### src/rtl/amiga_trigger_receiver.sv
// Serial receiver for the gated trigger link: synchronizes the link clock and data,
// assembles fixed-length MSB-first frames and hands them out over valid/ready.
module amiga_trigger_receiver #(
  parameter int FRAME_BITS     = 24,
  parameter int TIMEOUT_CYCLES = 32,
  parameter int CNT_BITS       = 6
) (
  input  logic                  clock,
  input  logic                  reset,
  input  logic                  enable,
  input  logic                  sclk_in,
  input  logic                  sdata_in,
  output logic [FRAME_BITS-1:0] data_out,
  output logic                  data_valid,
  input  logic                  data_ready,
  output logic                  busy,
  output logic                  frame_error,
  output logic                  overrun,
  input  logic                  status_clear
);

  typedef enum logic {IDLE, RECV} state_t;

  localparam logic [CNT_BITS-1:0] LAST_BIT  = CNT_BITS'(FRAME_BITS - 1);
  localparam logic [CNT_BITS-1:0] TIMER_MAX = CNT_BITS'(TIMEOUT_CYCLES - 1);

  state_t                state_q, state_d;
  logic                  sclk_s1_q, sclk_s1_d;
  logic                  sclk_s2_q, sclk_s2_d;
  logic                  sclk_prev_q, sclk_prev_d;
  logic                  sdata_s1_q, sdata_s1_d;
  logic                  sdata_s2_q, sdata_s2_d;
  logic [CNT_BITS-1:0]   bit_cnt_q, bit_cnt_d;
  logic [CNT_BITS-1:0]   timer_q, timer_d;
  logic [FRAME_BITS-1:0] shift_q, shift_d;
  logic [FRAME_BITS-1:0] data_out_q, data_out_d;
  logic                  data_valid_q, data_valid_d;
  logic                  frame_error_q, frame_error_d;
  logic                  overrun_q, overrun_d;

  logic                  rise;
  logic                  complete;
  logic [FRAME_BITS:0]   shift_ext;
  logic [FRAME_BITS-1:0] shift_in;

  // Extended by one bit so a single-bit frame needs no special slicing.
  assign shift_ext = {shift_q, sdata_s2_q};
  assign shift_in  = shift_ext[FRAME_BITS-1:0];
  assign rise      = sclk_s2_q & ~sclk_prev_q;

  always_comb begin
    sclk_s1_d     = sclk_in;
    sclk_s2_d     = sclk_s1_q;
    sclk_prev_d   = sclk_s2_q;
    sdata_s1_d    = sdata_in;
    sdata_s2_d    = sdata_s1_q;
    state_d       = state_q;
    bit_cnt_d     = bit_cnt_q;
    timer_d       = timer_q;
    shift_d       = shift_q;
    complete      = 1'b0;
    frame_error_d = 1'b0;

    case (state_q)
      IDLE: begin
        if (enable && rise) begin
          if (FRAME_BITS == 1) begin
            complete = 1'b1;
          end else begin
            shift_d   = shift_in;
            bit_cnt_d = CNT_BITS'(1);
            timer_d   = '0;
            state_d   = RECV;
          end
        end
      end
      RECV: begin
        if (rise) begin
          timer_d = '0;
          if (bit_cnt_q == LAST_BIT) begin
            complete  = 1'b1;
            shift_d   = '0;
            bit_cnt_d = '0;
            state_d   = IDLE;
          end else begin
            shift_d   = shift_in;
            bit_cnt_d = bit_cnt_q + CNT_BITS'(1);
          end
        end else if (timer_q == TIMER_MAX) begin
          frame_error_d = 1'b1;
          shift_d       = '0;
          bit_cnt_d     = '0;
          timer_d       = '0;
          state_d       = IDLE;
        end else begin
          timer_d = timer_q + CNT_BITS'(1);
        end
      end
      default: state_d = IDLE;
    endcase

    // Disabling is a silent abort and overrides everything above.
    if (!enable) begin
      state_d       = IDLE;
      bit_cnt_d     = '0;
      timer_d       = '0;
      shift_d       = '0;
      complete      = 1'b0;
      frame_error_d = 1'b0;
    end

    data_out_d   = complete ? shift_in : data_out_q;
    data_valid_d = complete ? 1'b1 : (data_valid_q & ~data_ready);
    if (complete && data_valid_q && !data_ready) begin
      overrun_d = 1'b1;
    end else if (status_clear) begin
      overrun_d = 1'b0;
    end else begin
      overrun_d = overrun_q;
    end
  end

  always_ff @(posedge clock) begin
    if (reset) begin
      state_q       <= IDLE;
      sclk_s1_q     <= 1'b0;
      sclk_s2_q     <= 1'b0;
      sclk_prev_q   <= 1'b0;
      sdata_s1_q    <= 1'b0;
      sdata_s2_q    <= 1'b0;
      bit_cnt_q     <= '0;
      timer_q       <= '0;
      shift_q       <= '0;
      data_out_q    <= '0;
      data_valid_q  <= 1'b0;
      frame_error_q <= 1'b0;
      overrun_q     <= 1'b0;
    end else begin
      state_q       <= state_d;
      sclk_s1_q     <= sclk_s1_d;
      sclk_s2_q     <= sclk_s2_d;
      sclk_prev_q   <= sclk_prev_d;
      sdata_s1_q    <= sdata_s1_d;
      sdata_s2_q    <= sdata_s2_d;
      bit_cnt_q     <= bit_cnt_d;
      timer_q       <= timer_d;
      shift_q       <= shift_d;
      data_out_q    <= data_out_d;
      data_valid_q  <= data_valid_d;
      frame_error_q <= frame_error_d;
      overrun_q     <= overrun_d;
    end
  end

  assign data_out    = data_out_q;
  assign data_valid  = data_valid_q;
  assign busy        = (state_q == RECV);
  assign frame_error = frame_error_q;
  assign overrun     = overrun_q;

endmodule

### config.mk
export PLATFORM = sky130hd
export DESIGN_NAME = amiga_trigger_receiver
export DESIGN_NICKNAME = d
export VERILOG_FILES = /design/src/rtl/amiga_trigger_receiver.sv
export SDC_FILE = /design/constraint.sdc
export NUM_CORES = 1
export LEC_CHECK = 0
export CAP_MARGIN = 20
export CORE_MARGIN = 3
export CORE_UTILIZATION = 57
export DETAILED_ROUTE_END_ITERATION = 7
export PLACE_DENSITY = 0.92
export SYNTH_ARGS = -nofsm -noshare
export SYNTH_HDL_FRONTEND = slang
export SYNTH_SLANG_ARGS = --single-unit
### constraint.sdc
create_clock -name clock -period 4.65 [get_ports clock]
set_input_delay 1.395 -clock clock [delete_from_list [all_inputs] [get_ports clock]]
set_output_delay 1.395 -clock clock [all_outputs]
set_load 0.02 [all_outputs]
==> impl_metrics.env, run 1 <==
export IMPL_cts_buffers=9
export IMPL_antennaDiodeCount=0
export IMPL_yosys_mux_area_fraction=0.00370
export IMPL_grt_usage=0.193
export IMPL_synth_compound_area_frac=0.226
export IMPL_p_leak_nw=1.09
export IMPL_required_ns=4.93
export IMPL_layout_common_cells="dfxtp_1 (68), nand2_1 (36), clkdlybuf4s50_1 (33), a22o_1 (24), a21oi_2 (19)"
export IMPL_cp_max_fo=34
export IMPL_max_freq_ghz=0.328
export IMPL_cts_tree="built"
export IMPL_yosysTopAreaCellShare=0.503
export IMPL_via_per_inst=5.68
export IMPL_yosys_area_share_simple=0.200
export IMPL_num_vias=1989
export IMPL_synth_ff_type="dfxtp_1"
export IMPL_grt_max_degree=35
export IMPL_crit_path_end_kind="flip-flop"
export IMPL_core_area_mm2=0.00447
export IMPL_synth_warnings=0
export IMPL_area_growth_pct=18.8
export IMPL_slew_headroom=0.361
export IMPL_grt_setup_unrepaired="no"
export IMPL_vdd_drop_max_mv=0.208
export IMPL_dp_hpwl_mm=3.13
export IMPL_clockBufferDepth=2
export IMPL_gp_congestion=0.864
export IMPL_ctsRootBufferMaster="clkbuf_8"
export IMPL_maxCapViolations=0
export IMPL_finalSetupViolCount=0
export IMPL_drive_above_1_share=0.215
export IMPL_fin_crit_sh=0.656
export IMPL_rows=24
export IMPL_detail_route_antenna_nets=0
export IMPL_drt_pass1_iter_count=4
export IMPL_clk_latency_ns=0.33
export IMPL_synthArstFlopShare=0
export IMPL_die_area_mm2=0.00561
export IMPL_ios=35
export IMPL_globalRouteOverflowTotal=0
export IMPL_hold_violations=0
export IMPL_crit_type="primary input to flip-flop"
export IMPL_maxSlewViolCount=0
export IMPL_synth_top_family_by_area="compound AO/OA/AOI/OAI gates"
export IMPL_wl_per_cell_um=13.7
export IMPL_yosys_register_bits=68
export IMPL_syn_num_nets=275
export IMPL_die_h_um=74.9
export IMPL_syn_avg_cell_area_um2=10.2
export IMPL_drt_first_iter_violations=125
export IMPL_drc=0
export IMPL_fin_skew_ns=0.00962
export IMPL_cts_resized=0
export IMPL_fin_crit_ns=3.05
export IMPL_port_buffers=34
export IMPL_synth_edff_count=0
export IMPL_synthesis_instances=266
export IMPL_clkTransAtPathRegs_ns=0.07
export IMPL_routed_wl_mm=4.81
export IMPL_status="complete, no violations"
export IMPL_post_cts_buffers=0
export IMPL_synthAdderAreaFrac=0.00925
export IMPL_final_common_cell="dfxtp_1"
export IMPL_synth_cell_types=46
export IMPL_cts_hold_buffers=0
export IMPL_start_kind="primary input"
export IMPL_synth_xor_area_frac=0.00648
export IMPL_die_x_um=74.9
export IMPL_initial_core_util=0.604
export IMPL_nets=303
export IMPL_h_tree_depth=3
export IMPL_synth_area_leader_cell="dfxtp_1"
export IMPL_ys_seq_area_frac=0.503
export IMPL_power_density_mw_per_mm2=353
export IMPL_worstMarginPinSlew_ns=0.956
export IMPL_grt_pass1_vias=1794
export IMPL_hold_class="flip-flop to flip-flop"
export IMPL_antenna_found_initial=0
export IMPL_hold_slack_ns=0.432
export IMPL_syn_cell_area_mm2=0.00270
export IMPL_setup_tns_ns=0
export IMPL_synth_area_leaders="dfxtp_1 (50%), a22o_1 (7.8%), a21oi_2 (6.2%)"
export IMPL_grt_first_pass_wirelength_mm=8.20
export IMPL_clock_sinks=68
export IMPL_arrival_ns=3.33
==> critical path, stage by stage <==
cell and delay, ns:
buf_2 0.35, nand2b_1 0.44, a211oi_4 0.82, a22o_1 0.28
==> sequential cells by signal, summed over array words and instances (netlist names), 6 cells and up <==
signal	flops
timer_q	6
bit_cnt_q	6
shift_q	23
data_out	24
==> kinds of logic (layout without fill, tap and decap cells) <==
group,after synthesis,after routing
adder cells (fa/ha/maj),2,2
flip-flops,68,68
AND/OR/NAND/NOR,97,97
AO/OA/AOI/OAI,73,73
buffers and inverters,23,55
XOR/XNOR,2,2
multiplexers,1,1
==> stage by stage <==
step	total power, mW	cell area, um^2	cells	utilization	setup WS, ns
2_1_floorplan	0.619	2700	266	-	2.05
3_3_place_gp	0.626	3000	335	0.670	1.34
3_5_place_dp	0.626	3000	335	0.670	1.28
4_1_cts	1.14	3210	350	0.718	1.63
5_1_grt	1.17	3210	350	0.718	1.44
6_report	1.13	3210	350	0.718	1.60
==> layout make-up <==
| cell class | instances | area [um^2] |
|---|---|---|
| Sequential cell | 68 | 1360 |
| Fill cell | 325 | 1260 |
| Multi-Input combinational cell | 175 | 1200 |
| Timing Repair Buffer | 36 | 350 |
| Clock buffer | 11 | 141 |
| Clock inverter | 4 | 73.8 |
| Tap cell | 52 | 65.1 |
| Inverter | 4 | 15.0 |
==> path summary, 6_finish.rpt <==
kind / end / depth (start not counted) / from / slack (ns)
min reg2reg: sdata_s2_q$_SDFF_PP0_ / 1 / sdata_s1_q$_SDFF_PP0_ / 0.43
min: sdata_s2_q$_SDFF_PP0_ / 1 / sdata_s1_q$_SDFF_PP0_ / 0.43
max: shift_q[19]$_SDFFE_PP0P_ / 4 / reset / 1.60
max reg2reg: data_out[4]$_SDFFE_PP0P_ / 5 / bit_cnt_q[0]$_SDFFE_PP0P_ / 2.58
==> synth_stat cells (2+ instances only) <==
library cell / number
a211oi_1: 2
a21oi_1: 11
a21oi_2: 19
a22o_1: 24
a31oi_1: 6
buf_12: 2
buf_2: 9
clkbuf_1: 7
dfxtp_1: 68
ha_1: 2
inv_1: 4
nand2_1: 36
nand2_2: 18
nand2b_1: 5
nand3_1: 4
nand4_1: 2
nor2_1: 9
nor2b_1: 7
nor3_1: 2
o21ai_0: 3
==> routing by layer <==
layer	track usage	up-vias	routed length (um)
met3	0.0521	11	225
met4	0.109	0	113
met1	0.254	932	2210
met5	0	-	0
li1	-	992	-
met2	0.288	54	2260
==> where the power goes <==
| part | switching, mW | internal (mW) | total [mW] | leakage [nW] |
|---|---|---|---|---|
| clock | 0.206 | 0.314 | 0.520 | 0.109 |
| sequential | 0.00177 | 0.584 | 0.586 | 0.548 |
| combinational | 0.0178 | 0.00914 | 0.0269 | 0.435 |
No activity file was read; power rests on OpenSTA's default activity.
==> inputs of run 2 (changes only) <==
--- a/config.mk
+++ b/config.mk
@@ -7,9 +7,9 @@
 export LEC_CHECK = 0
 export CAP_MARGIN = 20
 export CORE_MARGIN = 3
-export CORE_UTILIZATION = 57
+export CORE_UTILIZATION = 54
 export DETAILED_ROUTE_END_ITERATION = 7
-export PLACE_DENSITY = 0.92
+export PLACE_DENSITY = 0.88
 export SYNTH_ARGS = -nofsm -noshare
 export SYNTH_HDL_FRONTEND = slang
 export SYNTH_SLANG_ARGS = --single-unit
==> constraint.sdc (replaced) <==
create_clock -name clock -period 2.89 [get_ports clock]
set_input_delay 0.867 -clock clock [delete_from_list [all_inputs] [get_ports clock]]
set_output_delay 0.867 -clock clock [all_outputs]
set_load 0.02 [all_outputs]
==> run 2 against run 1 <==
Compared with the run above: flip-flop and latch count is the same; first-iteration DRC count up 18%; sequential power increased by 61%; largest cell class unchanged; critical endpoint is now busy; register-to-register slack lost 1.7 ns; largest power group unchanged.
==> impl_metrics.env, run 2 (synthesis results as in run 1) <==
export IMPL_grt_usage=0.188
export IMPL_port_buffers=34
export IMPL_cp_buffers_inverters=1
export IMPL_drive_above_1_share=0.225
export IMPL_grt_first_pass_wirelength_mm=8.80
export IMPL_die_area_mm2=0.00589
export IMPL_swShare=0.223
export IMPL_start_kind="flip-flop"
export IMPL_cts_buffers=9
export IMPL_arrival_ns=1.65
export IMPL_ctsRootBufferMaster="clkbuf_8"
export IMPL_cp_cell_sequence="clkdlybuf4s50_1"
export IMPL_power_density_mw_per_mm2=549
export IMPL_nets=306
export IMPL_hold_class="flip-flop to flip-flop"
export IMPL_clkTransAtPathRegs_ns=0.07
export IMPL_post_cts_buffers=0
export IMPL_cts_resized=0
export IMPL_antenna_found_initial=0
export IMPL_globalRouteOverflowTotal=0
export IMPL_status="complete, no violations"
export IMPL_p_leak_nw=1.10
export IMPL_crit_path_end_kind="output pin"
export IMPL_grt_setup_unrepaired="no"
export IMPL_vdd_drop_max_mv=0.318
export IMPL_layout_common_cells="dfxtp_1 (68), nand2_1 (36), clkdlybuf4s50_1 (33), a22o_1 (24), a21oi_2 (19)"
export IMPL_p_total_mw=1.78
export IMPL_combPwrFrac=0.026
export IMPL_final_common_cell="dfxtp_1"
export IMPL_dp_hpwl_mm=3.22
export IMPL_cpPeakStageDelay_ns=0.70
export IMPL_clk_latency_ns=0.35
export IMPL_fin_crit_ns=2.52
export IMPL_fin_skew_ns=0.00639
export IMPL_grt_max_degree=34
export IMPL_cts_tree="built"
export IMPL_p_switching_mw=0.396
export IMPL_clockBufferDepth=2
export IMPL_stdcell_count=369
export IMPL_core_area_mm2=0.00479
export IMPL_pwr_share_clk=0.443
export IMPL_final_core_util=0.677
export IMPL_cts_hold_buffers=0
export IMPL_fin_crit_sh=0.871
export IMPL_largest_register_ff_count=24
export IMPL_fillers=380
export IMPL_die_h_um=76.8
export IMPL_drt_first_iter_violations=147
export IMPL_setup_tns_ns=0
export IMPL_hold_violations=0
export IMPL_sequentialPowerShare=0.531
export IMPL_num_vias=2026
export IMPL_placed_area_mm2=0.00304
export IMPL_gp_congestion=0.849
export IMPL_ios=35
export IMPL_routed_wl_mm=5.09
export IMPL_via_per_inst=5.49
export IMPL_area_growth_pct=19.8
export IMPL_finalInstanceArea_mm2=0.00324
export IMPL_antennaDiodeCount=0
export IMPL_p_int_mw=1.38
export IMPL_grt_pass1_vias=1961
export IMPL_h_tree_depth=3
export IMPL_crit_type="flip-flop to output pin"
export IMPL_hold_slack_ns=0.443
export IMPL_die_x_um=76.8
export IMPL_pre_cts_slack_ns=0.381
export IMPL_maxSlewViolCount=0
export IMPL_drt_pass1_iter_count=4
export IMPL_detail_route_antenna_nets=0
export IMPL_wl_per_cell_um=13.8
export IMPL_max_freq_ghz=0.397
export IMPL_worstMarginPinSlew_ns=0.867
export IMPL_initial_core_util=0.565
export IMPL_slew_headroom=0.421
export IMPL_dp_cells=353
export IMPL_maxCapViolations=0
export IMPL_rows=25
export IMPL_finalSetupViolCount=0
export IMPL_setup_ws_ns=0.374
export IMPL_required_ns=2.02
export IMPL_drc=0
export IMPL_slowest_stage="clkdlybuf4s50_1"
export IMPL_cp_max_fo=13
export IMPL_clock_sinks=68
export IMPL_crit_family="buffers and inverters"
==> run 2: cell types whose count changed in the layout (fill, tap and decap cells not counted) <==
| cell | before | now |
|---|---|---|
| clkinvlp_4 | 0 | 1 |
| inv_6 | 0 | 1 |
| buf_4 | 2 | 5 |
| bufinv_16 | 2 | 1 |
==> run 2: power by group through the flow <==
stage          Sequential [mW]  Combinational, mW  Clock [mW]
2_1_floorplan            0.964             0.0322           0
3_3_place_gp             0.964             0.0459           0
3_5_place_dp             0.964             0.0464           0
4_1_cts                  0.943             0.0470       0.795
5_1_grt                  0.943             0.0513       0.837
6_report                 0.943             0.0468       0.788
==> run 2: routing by layer <==
metal  part of all wire  up-vias  GRT usage
met5                  0        -          0
met4              0.024        0      0.120
met3              0.046       12     0.0399
met2               0.50       61      0.323
met1               0.43      957      0.210
li1                   -      996          -
==> run 2: path summary, 6_finish.rpt <==
path                              from                    end  slack [ns]  cells after the start
max                    busy$_SDFF_PP0_                   busy        0.37                      1
min              sdata_s1_q$_SDFF_PP0_  sdata_s2_q$_SDFF_PP0_        0.44                      1
max reg2reg  bit_cnt_q[0]$_SDFFE_PP0P_   overrun$_SDFFE_PP0P_        0.87                      5
min reg2reg      sdata_s1_q$_SDFF_PP0_  sdata_s2_q$_SDFF_PP0_        0.44                      1
==> run 2: final cells by class <==
type	instances	area [um^2]	area share
multi-input cells	175	1200	0.372
well taps	67	83.8	0.0259
clock inverters	5	60.1	0.0185
flip-flops and latches	68	1360	0.420
repair buffers	39	373	0.115
inverters	4	15.0	0.00463
clock buffers	11	141	0.0436
==> inputs of run 3 (changes only) <==
--- a/config.mk
+++ b/config.mk
@@ -7,9 +7,11 @@
 export LEC_CHECK = 0
 export CAP_MARGIN = 20
 export CORE_MARGIN = 3
-export CORE_UTILIZATION = 54
+export CORE_UTILIZATION = 57
 export DETAILED_ROUTE_END_ITERATION = 7
-export PLACE_DENSITY = 0.88
+export DONT_BUFFER_PORTS = 1
+export PLACE_DENSITY = 0.82
+export SLEW_MARGIN = 20
 export SYNTH_ARGS = -nofsm -noshare
 export SYNTH_HDL_FRONTEND = slang
 export SYNTH_SLANG_ARGS = --single-unit
==> run 3 against run 2 <==
Compared with the run above: non-clock buffer count shrank 35; die area shrank 4.9%; worst hold slack lost 0.0014 ns; global-route usage shrank 0.10 points; maximum frequency grew 18%; sequential share of layout area grew 5.8 points; critical path depth grew 5; clock-buffer cell count is the same; register-to-register slack lost 0.12 ns; final area shrank 12%; wire length shrank 9.7%; combinational power shrank 40%; critical path type is now flip-flop to flip-flop; critical endpoint is now data_out[2]$_SDFFE_PP0P_; highest routed layer unchanged.
==> impl_metrics.env, run 3 (synthesis results as in run 1) <==
export IMPL_status="complete, no violations"
export IMPL_routed_wl_mm=4.60
export IMPL_cts_hold_buffers=0
export IMPL_rows=24
export IMPL_crit_path_end_kind="flip-flop"
export IMPL_clk_latency_ns=0.33
export IMPL_clkTransAtPathRegs_ns=0.07
export IMPL_setup_tns_ns=0
export IMPL_maxCapViolations=0
export IMPL_drt_first_iter_violations=89
export IMPL_cts_buffers=9
export IMPL_antennaDiodeCount=0
export IMPL_p_leak_nw=0.965
export IMPL_finalSetupViolCount=0
export IMPL_p_int_mw=1.28
export IMPL_globalRouteOverflowTotal=0
export IMPL_swShare=0.216
export IMPL_grt_max_degree=35
export IMPL_ios=35
export IMPL_wl_per_cell_um=14.4
export IMPL_fin_crit_ns=2.14
export IMPL_cp_cell_sequence="ha_1 -> nand4b_4 -> nor4_4 -> buf_4 -> nand2_1 -> a21oi_2"
export IMPL_ctsRootBufferMaster="clkbuf_8"
export IMPL_core_area_mm2=0.00447
export IMPL_hold_class="flip-flop to flip-flop"
export IMPL_fin_skew_ns=0.00578
export IMPL_reg2reg_slack_ns=0.75
export IMPL_detail_route_antenna_nets=0
export IMPL_hold_violations=0
export IMPL_maxSlewViolCount=0
export IMPL_cts_resized=0
export IMPL_slowest_stage="nor4_4"
export IMPL_cpPeakStageDelay_ns=0.67
export IMPL_via_per_inst=5.63
export IMPL_h_tree_depth=3
export IMPL_post_cts_buffers=0
export IMPL_drt_pass1_iter_count=6
export IMPL_p_total_mw=1.63
export IMPL_grt_first_pass_wirelength_mm=7.86
export IMPL_vdd_drop_max_mv=0.280
export IMPL_stdcell_count=319
export IMPL_slew_headroom=0.422
export IMPL_grt_setup_unrepaired="no"
export IMPL_dp_hpwl_mm=3.09
export IMPL_initial_core_util=0.604
export IMPL_start_kind="flip-flop"
export IMPL_sequentialPowerShare=0.578
export IMPL_p_switching_mw=0.352
export IMPL_combPwrFrac=0.017
export IMPL_final_common_cell="dfxtp_1"
export IMPL_power_density_mw_per_mm2=573
export IMPL_grt_usage=0.187
export IMPL_crit_type="flip-flop to flip-flop"
export IMPL_die_x_um=74.9
export IMPL_port_buffers=0
export IMPL_fin_crit_sh=0.740
export IMPL_max_freq_ghz=0.468
export IMPL_clock_sinks=68
export IMPL_clockBufferDepth=2
export IMPL_die_h_um=74.9
export IMPL_final_core_util=0.636
export IMPL_num_vias=1797
export IMPL_gp_congestion=0.809
export IMPL_layout_common_cells="dfxtp_1 (68), nand2_1 (36), a22o_1 (24), a21oi_2 (19), nand2_2 (18)"
export IMPL_required_ns=3.15
export IMPL_hold_slack_ns=0.441
export IMPL_drc=0
export IMPL_pwr_share_clk=0.405
export IMPL_cp_max_fo=13
export IMPL_grt_pass1_vias=1746
export IMPL_antenna_found_initial=0
export IMPL_nets=271
export IMPL_arrival_ns=2.40
export IMPL_cts_tree="built"
export IMPL_largest_register_ff_count=24
export IMPL_worstMarginPinSlew_ns=0.866
export IMPL_drive_above_1_share=0.247
export IMPL_dp_cells=303
export IMPL_die_area_mm2=0.00561
export IMPL_area_growth_pct=5.23
run 3: final cells by class:
type | instances | area [um^2]
Timing Repair Buffer | 4 | 30.0
Clock inverter | 5 | 27.5
Tap cell | 52 | 65.1
Multi-Input combinational cell | 175 | 1200
Inverter | 4 | 15.0
Clock buffer | 11 | 141
Fill cell | 384 | 1630
Sequential cell | 68 | 1360
run 3: critical path, delay by kind of cell (launching register included):
family | cells | cell delay, ns
AND/OR/NAND/NOR | 3 | 0.93
flip-flops | 1 | 0.38
adder cells (fa/ha/maj) | 1 | 0.32
buffers and inverters | 1 | 0.31
AO/OA/AOI/OAI | 1 | 0.12
run 3: power by group through the flow:
stage	clock (mW)	combinational [mW]	sequential (mW)
2_1_floorplan	0	0.0322	0.964
3_3_place_gp	0	0.0277	0.964
3_5_place_dp	0	0.0282	0.964
4_1_cts	0.681	0.0282	0.942
5_1_grt	0.721	0.0315	0.942
6_report	0.660	0.0279	0.943
run 3: worst paths after layout:
path                        startpoint                       end  depth (start not counted)
min               sclk_s1_q$_SDFF_PP0_    sclk_prev_d$_SDFF_PP0_                          1
max reg2reg  bit_cnt_q[0]$_SDFFE_PP0P_  data_out[2]$_SDFFE_PP0P_                          6
min reg2reg       sclk_s1_q$_SDFF_PP0_    sclk_prev_d$_SDFF_PP0_                          1
max          bit_cnt_q[0]$_SDFFE_PP0P_  data_out[2]$_SDFFE_PP0P_                          6
run 3: routing by layer:
metal,vias up,GRT usage,part of all wire
li1,925,-,-
met1,834,0.231,0.50
met2,32,0.283,0.44
met3,6,0.0708,0.044
met4,0,0.0968,0.013
met5,-,0,0
run 3: per-stage QoR:
stage                     setup slack (ns)  area (um^2)
final                                0.752         2850
after global routing                 0.595         2850
after CTS                            0.746         2850
after detailed placement             0.719         2680
after global placement               0.786         2680
after floorplan                      0.814         2700
